[src/rtl/rv_pkg.sv]
// Shared definitions for the multicycle RISC-V datapath: opcodes, ALU ops, FSM states
// and the funct3/funct7 to ALU-op decoder.
package rv_pkg;

  localparam logic [6:0] OP_R  = 7'b0110011;
  localparam logic [6:0] OP_I  = 7'b0010011;
  localparam logic [6:0] OP_S  = 7'b0100011;
  localparam logic [6:0] OP_B  = 7'b1100011;
  localparam logic [6:0] OP_LW = 7'b0000011;

  typedef enum logic [3:0] {
    ALU_ADD, ALU_SUB, ALU_AND, ALU_OR, ALU_XOR, ALU_SLT, ALU_SLL, ALU_SRL, ALU_SRA
  } alu_op_e;

  typedef enum logic [2:0] {
    S_FETCH, S_DECODE, S_EXECUTE, S_MEM, S_WRITEBACK, S_HALT
  } state_e;

  typedef struct packed {
    alu_op_e op;
    logic    legal;
  } alu_sel_t;

  // alt is instr[30]: funct7[5] for R-type, imm[10] for I-type shifts.
  function automatic alu_sel_t alu_decode(input logic [2:0] funct3, input logic alt,
                                          input logic is_r);
    alu_sel_t sel;
    sel.op    = ALU_ADD;
    sel.legal = 1'b1;
    case (funct3)
      3'b000:  sel.op = (is_r && alt) ? ALU_SUB : ALU_ADD;
      3'b001:  sel.op = ALU_SLL;
      3'b010:  sel.op = ALU_SLT;
      3'b100:  sel.op = ALU_XOR;
      3'b101:  sel.op = alt ? ALU_SRA : ALU_SRL;
      3'b110:  sel.op = ALU_OR;
      3'b111:  sel.op = ALU_AND;
      default: sel.legal = 1'b0;
    endcase
    return sel;
  endfunction

endpackage

[src/rtl/rv_alu.sv]
// Combinational XLEN-wide ALU; zero flag drives branch resolution.
module rv_alu
  import rv_pkg::*;
#(
  parameter int XLEN = 32
) (
  input  logic [XLEN-1:0] a,
  input  logic [XLEN-1:0] b,
  input  alu_op_e         op,
  output logic [XLEN-1:0] result,
  output logic            zero
);

  localparam int SHW = $clog2(XLEN);

  logic [SHW-1:0] shamt;
  assign shamt = b[SHW-1:0];

  always_comb begin
    result = '0;
    case (op)
      ALU_ADD: result = a + b;
      ALU_SUB: result = a - b;
      ALU_AND: result = a & b;
      ALU_OR:  result = a | b;
      ALU_XOR: result = a ^ b;
      ALU_SLT: result = {{(XLEN-1){1'b0}}, ($signed(a) < $signed(b))};
      ALU_SLL: result = a << shamt;
      ALU_SRL: result = a >> shamt;
      ALU_SRA: result = $signed(a) >>> shamt;
      default: result = '0;
    endcase
  end

  assign zero = (result == '0);

endmodule

[src/rtl/rv_multicycle_datapath.sv]
// Multicycle RV32/64 subset core (R/I ALU, LW, SW, BEQ, BNE) with valid/ready memories.
// state     | meaning
// FETCH     | request IR from imem at PC
// DECODE    | read operands, build immediate, trap illegal opcodes
// EXECUTE   | ALU op, address calc or branch resolve
// MEM       | data load/store handshake
// WRITEBACK | write rd, advance PC
// HALT      | terminal until reset
module rv_multicycle_datapath
  import rv_pkg::*;
#(
  parameter int          XLEN       = 32,
  parameter int          NREGS      = 32,
  parameter logic [31:0] INITIAL_PC = 32'h00400000
) (
  input  logic            clk,
  input  logic            rst,
  output logic            imem_req,
  output logic [XLEN-1:0] imem_addr,
  input  logic            imem_ready,
  input  logic [31:0]     imem_rdata,
  output logic            dmem_req,
  output logic            dmem_we,
  output logic [XLEN-1:0] dmem_addr,
  output logic [XLEN-1:0] dmem_wdata,
  input  logic            dmem_ready,
  input  logic [XLEN-1:0] dmem_rdata,
  output logic [XLEN-1:0] pc,
  output logic            retire,
  output logic            halted
);

  localparam int AW = (NREGS > 1) ? $clog2(NREGS) : 1;

  state_e          state, state_next;
  logic [31:0]     ir;
  logic [XLEN-1:0] a, b, imm, alu_out, mdr;
  logic [XLEN-1:0] regs [NREGS];
  logic [XLEN-1:0] op2, alu_result, pc_next, imm_dec;
  logic [11:0]     imm12;
  logic            alu_zero, complete, illegal, opcode_legal;
  alu_op_e         alu_op;
  alu_sel_t        sel;
  logic [6:0]      opcode;
  logic [2:0]      funct3;
  logic [AW-1:0]   rs1, rs2, rd;

  assign opcode = ir[6:0];
  assign funct3 = ir[14:12];
  assign rs1    = ir[15 +: AW];
  assign rs2    = ir[20 +: AW];
  assign rd     = ir[7 +: AW];
  assign sel    = alu_decode(funct3, ir[30], opcode == OP_R);
  assign opcode_legal = (opcode == OP_R) || (opcode == OP_I) || (opcode == OP_S) ||
                        (opcode == OP_B) || (opcode == OP_LW);

  always_comb begin
    imm12 = '0;
    case (opcode)
      OP_I, OP_LW: imm12 = ir[31:20];
      OP_S:        imm12 = {ir[31:25], ir[11:7]};
      OP_B:        imm12 = {ir[31], ir[7], ir[30:25], ir[11:8]};
      default:     imm12 = '0;
    endcase
  end
  assign imm_dec = {{(XLEN-12){imm12[11]}}, imm12};

  // ALU controls depend only on IR, so they never loop through the FSM's zero test.
  always_comb begin
    alu_op = ALU_ADD;
    op2    = imm;
    if (opcode == OP_R || opcode == OP_B) op2 = b;
    if (opcode == OP_B) alu_op = ALU_SUB;
    else if (opcode == OP_R || opcode == OP_I) alu_op = sel.op;
  end

  rv_alu #(.XLEN(XLEN)) u_alu (
    .a      (a),
    .b      (op2),
    .op     (alu_op),
    .result (alu_result),
    .zero   (alu_zero)
  );

  always_ff @(posedge clk or negedge rst) begin
    if (!rst) state <= S_FETCH;
    else      state <= state_next;
  end

  always_comb begin
    state_next = state;
    complete   = 1'b0;
    illegal    = 1'b0;
    pc_next    = pc + XLEN'(4);
    case (state)
      S_FETCH: if (imem_ready) state_next = S_DECODE;
      S_DECODE: begin
        if (opcode_legal) state_next = S_EXECUTE;
        else begin
          illegal    = 1'b1;
          state_next = S_HALT;
        end
      end
      S_EXECUTE: begin
        case (opcode)
          OP_R, OP_I: begin
            if (sel.legal) state_next = S_WRITEBACK;
            else begin
              illegal    = 1'b1;
              state_next = S_HALT;
            end
          end
          OP_LW, OP_S: state_next = S_MEM;
          OP_B: begin
            if (funct3 == 3'b000 || funct3 == 3'b001) begin
              complete   = 1'b1;
              state_next = S_FETCH;
              // funct3[0] inverts the equality test for BNE
              if (alu_zero ^ funct3[0]) pc_next = pc + {imm[XLEN-2:0], 1'b0};
            end else begin
              illegal    = 1'b1;
              state_next = S_HALT;
            end
          end
          default: begin
            illegal    = 1'b1;
            state_next = S_HALT;
          end
        endcase
      end
      S_MEM: begin
        if (dmem_ready) begin
          complete   = (opcode == OP_S);
          state_next = (opcode == OP_S) ? S_FETCH : S_WRITEBACK;
        end
      end
      S_WRITEBACK: begin
        complete   = 1'b1;
        state_next = S_FETCH;
      end
      S_HALT:  state_next = S_HALT;
      default: state_next = S_FETCH;
    endcase
  end

  // Requests are gated by rst so an in-flight handshake is dropped the instant reset asserts.
  assign imem_req   = rst && (state == S_FETCH);
  assign imem_addr  = pc;
  assign dmem_req   = rst && (state == S_MEM);
  assign dmem_we    = dmem_req && (opcode == OP_S);
  assign dmem_addr  = alu_out;
  assign dmem_wdata = b;

  always_ff @(posedge clk or negedge rst) begin
    if (!rst) begin
      ir      <= '0;
      a       <= '0;
      b       <= '0;
      imm     <= '0;
      alu_out <= '0;
      mdr     <= '0;
      pc      <= XLEN'(INITIAL_PC);
      retire  <= 1'b0;
      halted  <= 1'b0;
      for (int i = 0; i < NREGS; i++) regs[i] <= '0;
    end else begin
      retire <= complete;
      if (illegal) halted <= 1'b1;
      if (complete) pc <= pc_next;
      case (state)
        S_FETCH:  if (imem_ready) ir <= imem_rdata;
        S_DECODE: begin
          a   <= regs[rs1];
          b   <= regs[rs2];
          imm <= imm_dec;
        end
        S_EXECUTE: alu_out <= alu_result;
        S_MEM:     if (dmem_ready && opcode == OP_LW) mdr <= dmem_rdata;
        S_WRITEBACK: begin
          if (rd != '0) regs[rd] <= (opcode == OP_LW) ? mdr : alu_out;
        end
        default: ;
      endcase
    end
  end

endmodule

[config.mk]
export PLATFORM = sky130hd
export DESIGN_NAME = rv_multicycle_datapath
export DESIGN_NICKNAME = d
export VERILOG_FILES = /design/src/rtl/rv_pkg.sv /design/src/rtl/rv_alu.sv /design/src/rtl/rv_multicycle_datapath.sv
export SDC_FILE = /design/constraint.sdc
export NUM_CORES = 2
export LEC_CHECK = 0
export ABC_CLOCK_PERIOD_IN_PS = 8000
export CAP_MARGIN = 10
export CORE_ASPECT_RATIO = 0.8
export CORE_MARGIN = 2
export CORE_UTILIZATION = 49
export DETAILED_ROUTE_END_ITERATION = 7
export GPL_TIMING_DRIVEN = 0
export PLACE_DENSITY = 0.68
export SYNTH_ARGS = -nofsm -noshare
export SYNTH_HDL_FRONTEND = slang
export SYNTH_SLANG_ARGS = --single-unit
[constraint.sdc]
create_clock -name clk -period 8 [get_ports clk]
set_input_delay 0.8 -clock clk [delete_from_list [all_inputs] [get_ports clk]]
set_output_delay 0.8 -clock clk [all_outputs]
set_load 0.01 [all_outputs]
# == Word-level counts from Yosys, hierarchy flattened ==
# Index checks and enable logic that the tools add are counted.
# op_classes
n_addsub,4
mul,0
div_mod_pow,0
magnitude_cmp,5
n_eq_ne,26
n_shift,3
n_mux,40
bitwise,7
reduce_logical,25
# op_table
op,count
1024-bit bitwise mux,1
32-bit 2-to-1 mux,11
32-bit binary-select mux with 5-bit select,2
32-bit case mux with 9 select lines,1
32-bit demux with 5-bit select,1
32-bit adder,2
12-bit case mux with 3 select lines,1
32-bit by 3-bit adder with 32-bit output (second input constant),1
32-bit AND,1
32-bit zero test,1
32-bit < comparator,1
32-bit OR,1
32-bit by 5-bit left shift with 32-bit output,1
32-bit by 5-bit >> shifter with 32-bit output,1
32-bit by 5-bit >>> shifter with 32-bit output,1
32-bit subtractor,1
32-bit XOR,1
4-bit case mux with 7 select lines,1
3-bit == test (second input constant),6
6-bit greater-or-equal comparator (second input constant),3
5-bit inverter with 6-bit output,3
4-bit by 3-bit == test with 1-bit output (second input constant),4
3-bit 2-to-1 mux,5
3-bit case mux with 5 select lines,1
other kinds (25),58
# totals
register_bits,1233
latch_bits,0
mem_bits_rw,0
romBits,0
input_bits,68
output_inout_bits,133
wordCells,152
n_memories,0

# == Logic depth before layout (Yosys ltp) ==
# logic_depth
word_depth,14
ltp_mapped,29
mapped_depth_nobuf,23

# == By module ==
# Synthesis repeated with hierarchy kept, for this count alone.
# unflattened
cells_unflattened,6697
hier_area_um2,72010.3
# modules_own_cells
module,n_inst,cells_each,area_each_um2
rv_multicycle_datapath,1,5368,62656.3
rv_alu,1,1329,9354.0

# == Least setup slack after synthesis ==
# No wires, ideal clock.
# synth_path
path_kind,register to register
from,reg ir[6]
to,reg pc[21] (netlist: imem_addr[21])
setup_ps,124
arrival_ps,5917
path_slack_ps,1959
stages_incl_launch_ff,28
n_path_buf,6
path_cell_list,dfrtp_1 > buf_6 > xor2_2 > buf_4 > a31oi_1 > a21oi_2 > inv_2 > buf_2 > buf_2 > buf_1 > clkbuf_1 > ha_1 > nor2b_1 > o2111ai_1 > nand3_1 > and3_1 > o2111ai_1 > a21oi_1 > a2111oi_0 > xnor2_1 > a2111oi_0 > o21ai_0 > nor2_1 > and4_4 > nand3_1 > mux2_4 > a32o_1 > a211o_1
# synth_between
elab_chain_cells,14
elab_cells_between_ends,40
cone_classes,add/sub (2); order compare (1); eq/ne (12); shift (3); mux (13); bitwise (4); reduce/logical (5)
# synth_lines
item,line,rtl
"start, declared",rv_multicycle_datapath.sv:36,logic [31:0] ir;
"start signal, assigned",rv_multicycle_datapath.sv:171,S_FETCH: if (imem_ready) ir <= imem_rdata;
branches (longest 14 deep; another with 32-bit subtractor),--,
"end signal, assigned",rv_multicycle_datapath.sv:162,pc <= XLEN'(INITIAL_PC);
"end signal, assigned",rv_multicycle_datapath.sv:169,if (complete) pc <= pc_next;
"end, declared",rv_multicycle_datapath.sv:28,"output logic [XLEN-1:0] pc,"
# Several ways; the timed one is not identified.
# A chain may end at the register's enable or synchronous reset.

# == Final worst setup path ==
# layout_path
from,reg ir[2]
to,reg pc[9] (netlist: imem_addr[9])
# The elaborated chain is that of the path after synthesis.

==> flow_summary.ini <==
[drt]
drc = 21
avgRoutedWirePerCell_um = 38.8
drt_first_pass_iters = 8
finalWirelength_um = 369000
drtIter0Drc = 10975
vias_per_cell = 7.08
num_vias = 67378
final_antenna_net_count = 0

[cells_and_area]
final_nets = 7602
syn2layout_area_growth_pct = 14.7
fin_util_pct = 56.6
layout_commonest_cell = dfrtp_1
final_layout_size_suffix_gt1_share_pct = 16.3
final_cell_mix = dfrtp_1 (1,231), nand2_1 (936), o21ai_0 (780)

[critical_path]
end_kind = register
max_stage_delay_ns = 0.43
crit_type = register to register
crit_fanout = 10
startpoint = ir[2]$_DFFE_PN0P_
worstPathArrival_ns = 8.59
r2r-start = ir[2]$_DFFE_PN0P_
cp.required_ns = 8.65
start_kind = register
slowest_stage = a221oi_1

[clock_network]
cts_buffers = 131
cts.htree.levels = 4
cts_tree = yes
clock_latency_ns = 0.81
clk_pin_slew_ns = 0.07
clockBufferDepth = 3
root_buffer = clkbuf_16
cts.sink_count = 1232

[placed_design]
dp_hpwl_um = 286000
globalplace.congestion = 1.08
io_buffers = 198

[min_path]
hold_class = register to register
worstHoldStart = regs[1002]$_DFFE_PN0P_

[floorplanning]
core_um2 = 147000
die-area_um2 = 151000
initial_core_util_pct = 49.3
dieHeight_um = 348
io_pins = 201
num_rows = 126
fp.dieW_um = 434

[global_routing]
use_met1_pct = 65.9
antenna_found_initial = 43
grtUsageMet3_pct = 28.6
grt_pass1_wl_um = 504000
use_met2_pct = 61.3
grt_use_total_pct = 48.5
grt_max_degree = 176
grt_pass1_vias = 63617
gr-total-overflow = 0
busiest_layer = met1

[sta]
finalClockSkew_ns = 0.0365
whs_ns = 0.481
grt_setup_unrepaired = no
finalSetupViolations = 0
finalSetupTns_ns = 0
drv_slew = 10
hold_viol_final = 0
clock.fmax_mhz = 126
slew_headroom_pct = -0.215
tightest_slew_ns = 1.50
finalCriticalPeriod_ns = 7.93
timing.final.crit_share_pct = 99.2

[outcome]
failed_checks = design-rule violations, max-capacitance violations, max-slew violations
status = finished, violations left

[pwr]
ir_drop_mv = 0.285
pwr_density_cell_nw_per_um2 = 398
p_leak_nw = 34.3
p_total_w = 0.0332

[logic_synthesis]
synth_seq_cells = 1232
yosysUniqueCellTypes = 111
syn_inst = 6994
netlist_area_um2 = 72600
ys_seq_area_share_pct = 42.5
async_flop_share_pct = 100
synth_top_area_cell = dfrtp_1
yosys_most_used_dff = dfrtp_1
yosys_warnings = 0
yosys-top-cells-area = dfrtp_1 (42%), mux4_2 (20%), o21ai_0 (5.4%)
syn_area_per_cell_um2 = 10.4
synth.top_cell.area_share_pct = 42.4
synth_edf_count = 0

[flow_run]
cap_violations = 1
metal layers:
metal | vias up | routed length, µm
met5 | - | 1260
met4 | 48 | 18900
met3 | 944 | 66100
met2 | 5701 | 141000
met1 | 34220 | 142000
li1 | 26465 | -
synth_stat cells (all sizes together) (19+ instances only):
| cell type | n |
|---|---|
| dfrtp | 1231 |
| nand2 | 937 |
| o21ai | 794 |
| nor2 | 651 |
| mux4 | 643 |
| a21oi | 626 |
| clkbuf | 540 |
| mux2i | 203 |
| buf | 158 |
| inv | 128 |
| ha | 121 |
| nor3 | 89 |
| nand3 | 73 |
| mux2 | 71 |
| a211oi | 58 |
| a21o | 43 |
| nand4 | 37 |
| a22oi | 34 |
| a31oi | 34 |
| o22ai | 34 |
| xnor2 | 33 |
| o31ai | 28 |
| and3 | 25 |
| nand2b | 24 |
| nor4 | 24 |
| o221ai | 22 |
| a221oi | 21 |
| nor2b | 21 |
| o211ai | 21 |
| or3 | 19 |
power by group:
group,internal (W),switching (W)
Sequential,0.00759,0.00170
Clock,0.00351,0.00279
Combinational,0.00625,0.0113
Total,0.0173,0.0158
critical path: cells and delay by family (launching register included):
kind / cells / cell delay (ns)
adders and majority gates: 1 / 0.31
muxes: 1 / 0.22
and+or+nand+nor: 10 / 2.49
buffers and inverters: 7 / 2.04
DFF: 1 / 0.39
AOI/OAI and AO/OA: 8 / 2.30
flip-flops by register name, summed over array words and instances, names as in the netlist, 3 cells and up:
name        flops
mdr            32
dmem_addr      32
regs         1024
dmem_wdata     32
state           3
a              32
imm            12
ir             32
imem_addr      31
per-stage QoR:
step	std cells	worst slack [ns]	cell area [µm²]
2_1_floorplan	6995	1.96	72600
3_3_place_gp	9177	-49.53	77100
3_5_place_dp	9228	-2.34	78000
4_1_cts	9460	0.0117	82500
5_1_grt	9494	0.0126	83200
6_report	9519	0.0677	83300
kinds of logic (layout without fill, tap and decap cells):
| family | count (synthesis) | after routing | share of synthesized area (%) |
|---|---|---|---|
| multiplexers | 917 | 917 | 23.9 |
| other | 1 | 31 | 0.00517 |
| AND/OR/NAND/NOR | 1961 | 1961 | 11.3 |
| AO/OA/AOI/OAI | 1881 | 1881 | 15.0 |
| XOR/XNOR | 51 | 51 | 0.636 |
| adder cells (fa/ha/maj) | 123 | 123 | 2.14 |
| buffers and inverters | 828 | 1339 | 4.63 |
| flip-flops | 1232 | 1232 | 42.5 |
final timing paths:
kind                                       endpoint  slack (ns)  cells after the start
max                        imem_addr[9]$_DFFE_PN0P_        0.07                     27
min                          regs[1002]$_DFFE_PN0P_        0.48                      1
max reg2reg                imem_addr[9]$_DFFE_PN0P_        0.07                     27
min reg2reg                  regs[1002]$_DFFE_PN0P_        0.48                      1
max in group asynchronous     regs[241]$_DFFE_PN0P_        4.64                      5
min in group asynchronous     regs[861]$_DFFE_PN0P_        0.61                      2
layout make-up:
class | instances | area [µm²]
Buffer | 692 | 2920
Tap cell | 1984 | 2480
Inverter | 130 | 488
Clock inverter | 47 | 594
Sequential cell | 1232 | 30800
Antenna cell | 29 | 72.6
Clock buffer | 181 | 3720
Timing Repair Buffer | 289 | 3370
Fill cell | 12618 | 64000
Multi-Input combinational cell | 4935 | 38800
what timing repair did:
| action | 4_1_cts | 5_1_grt |
|---|---|---|
| gates cloned | 0 | 0 |
| hold buffers | 1 | 0 |
| gates resized for setup | 47 | 41 |
| buffers inserted | 7 | 6 |
| endpoints found under the setup margin | 42 | 31 |
| pin swaps | 6 | 7 |
| endpoints found under the hold margin | 68 | 0 |
Note: power is estimated with default switching activity, not from simulation.
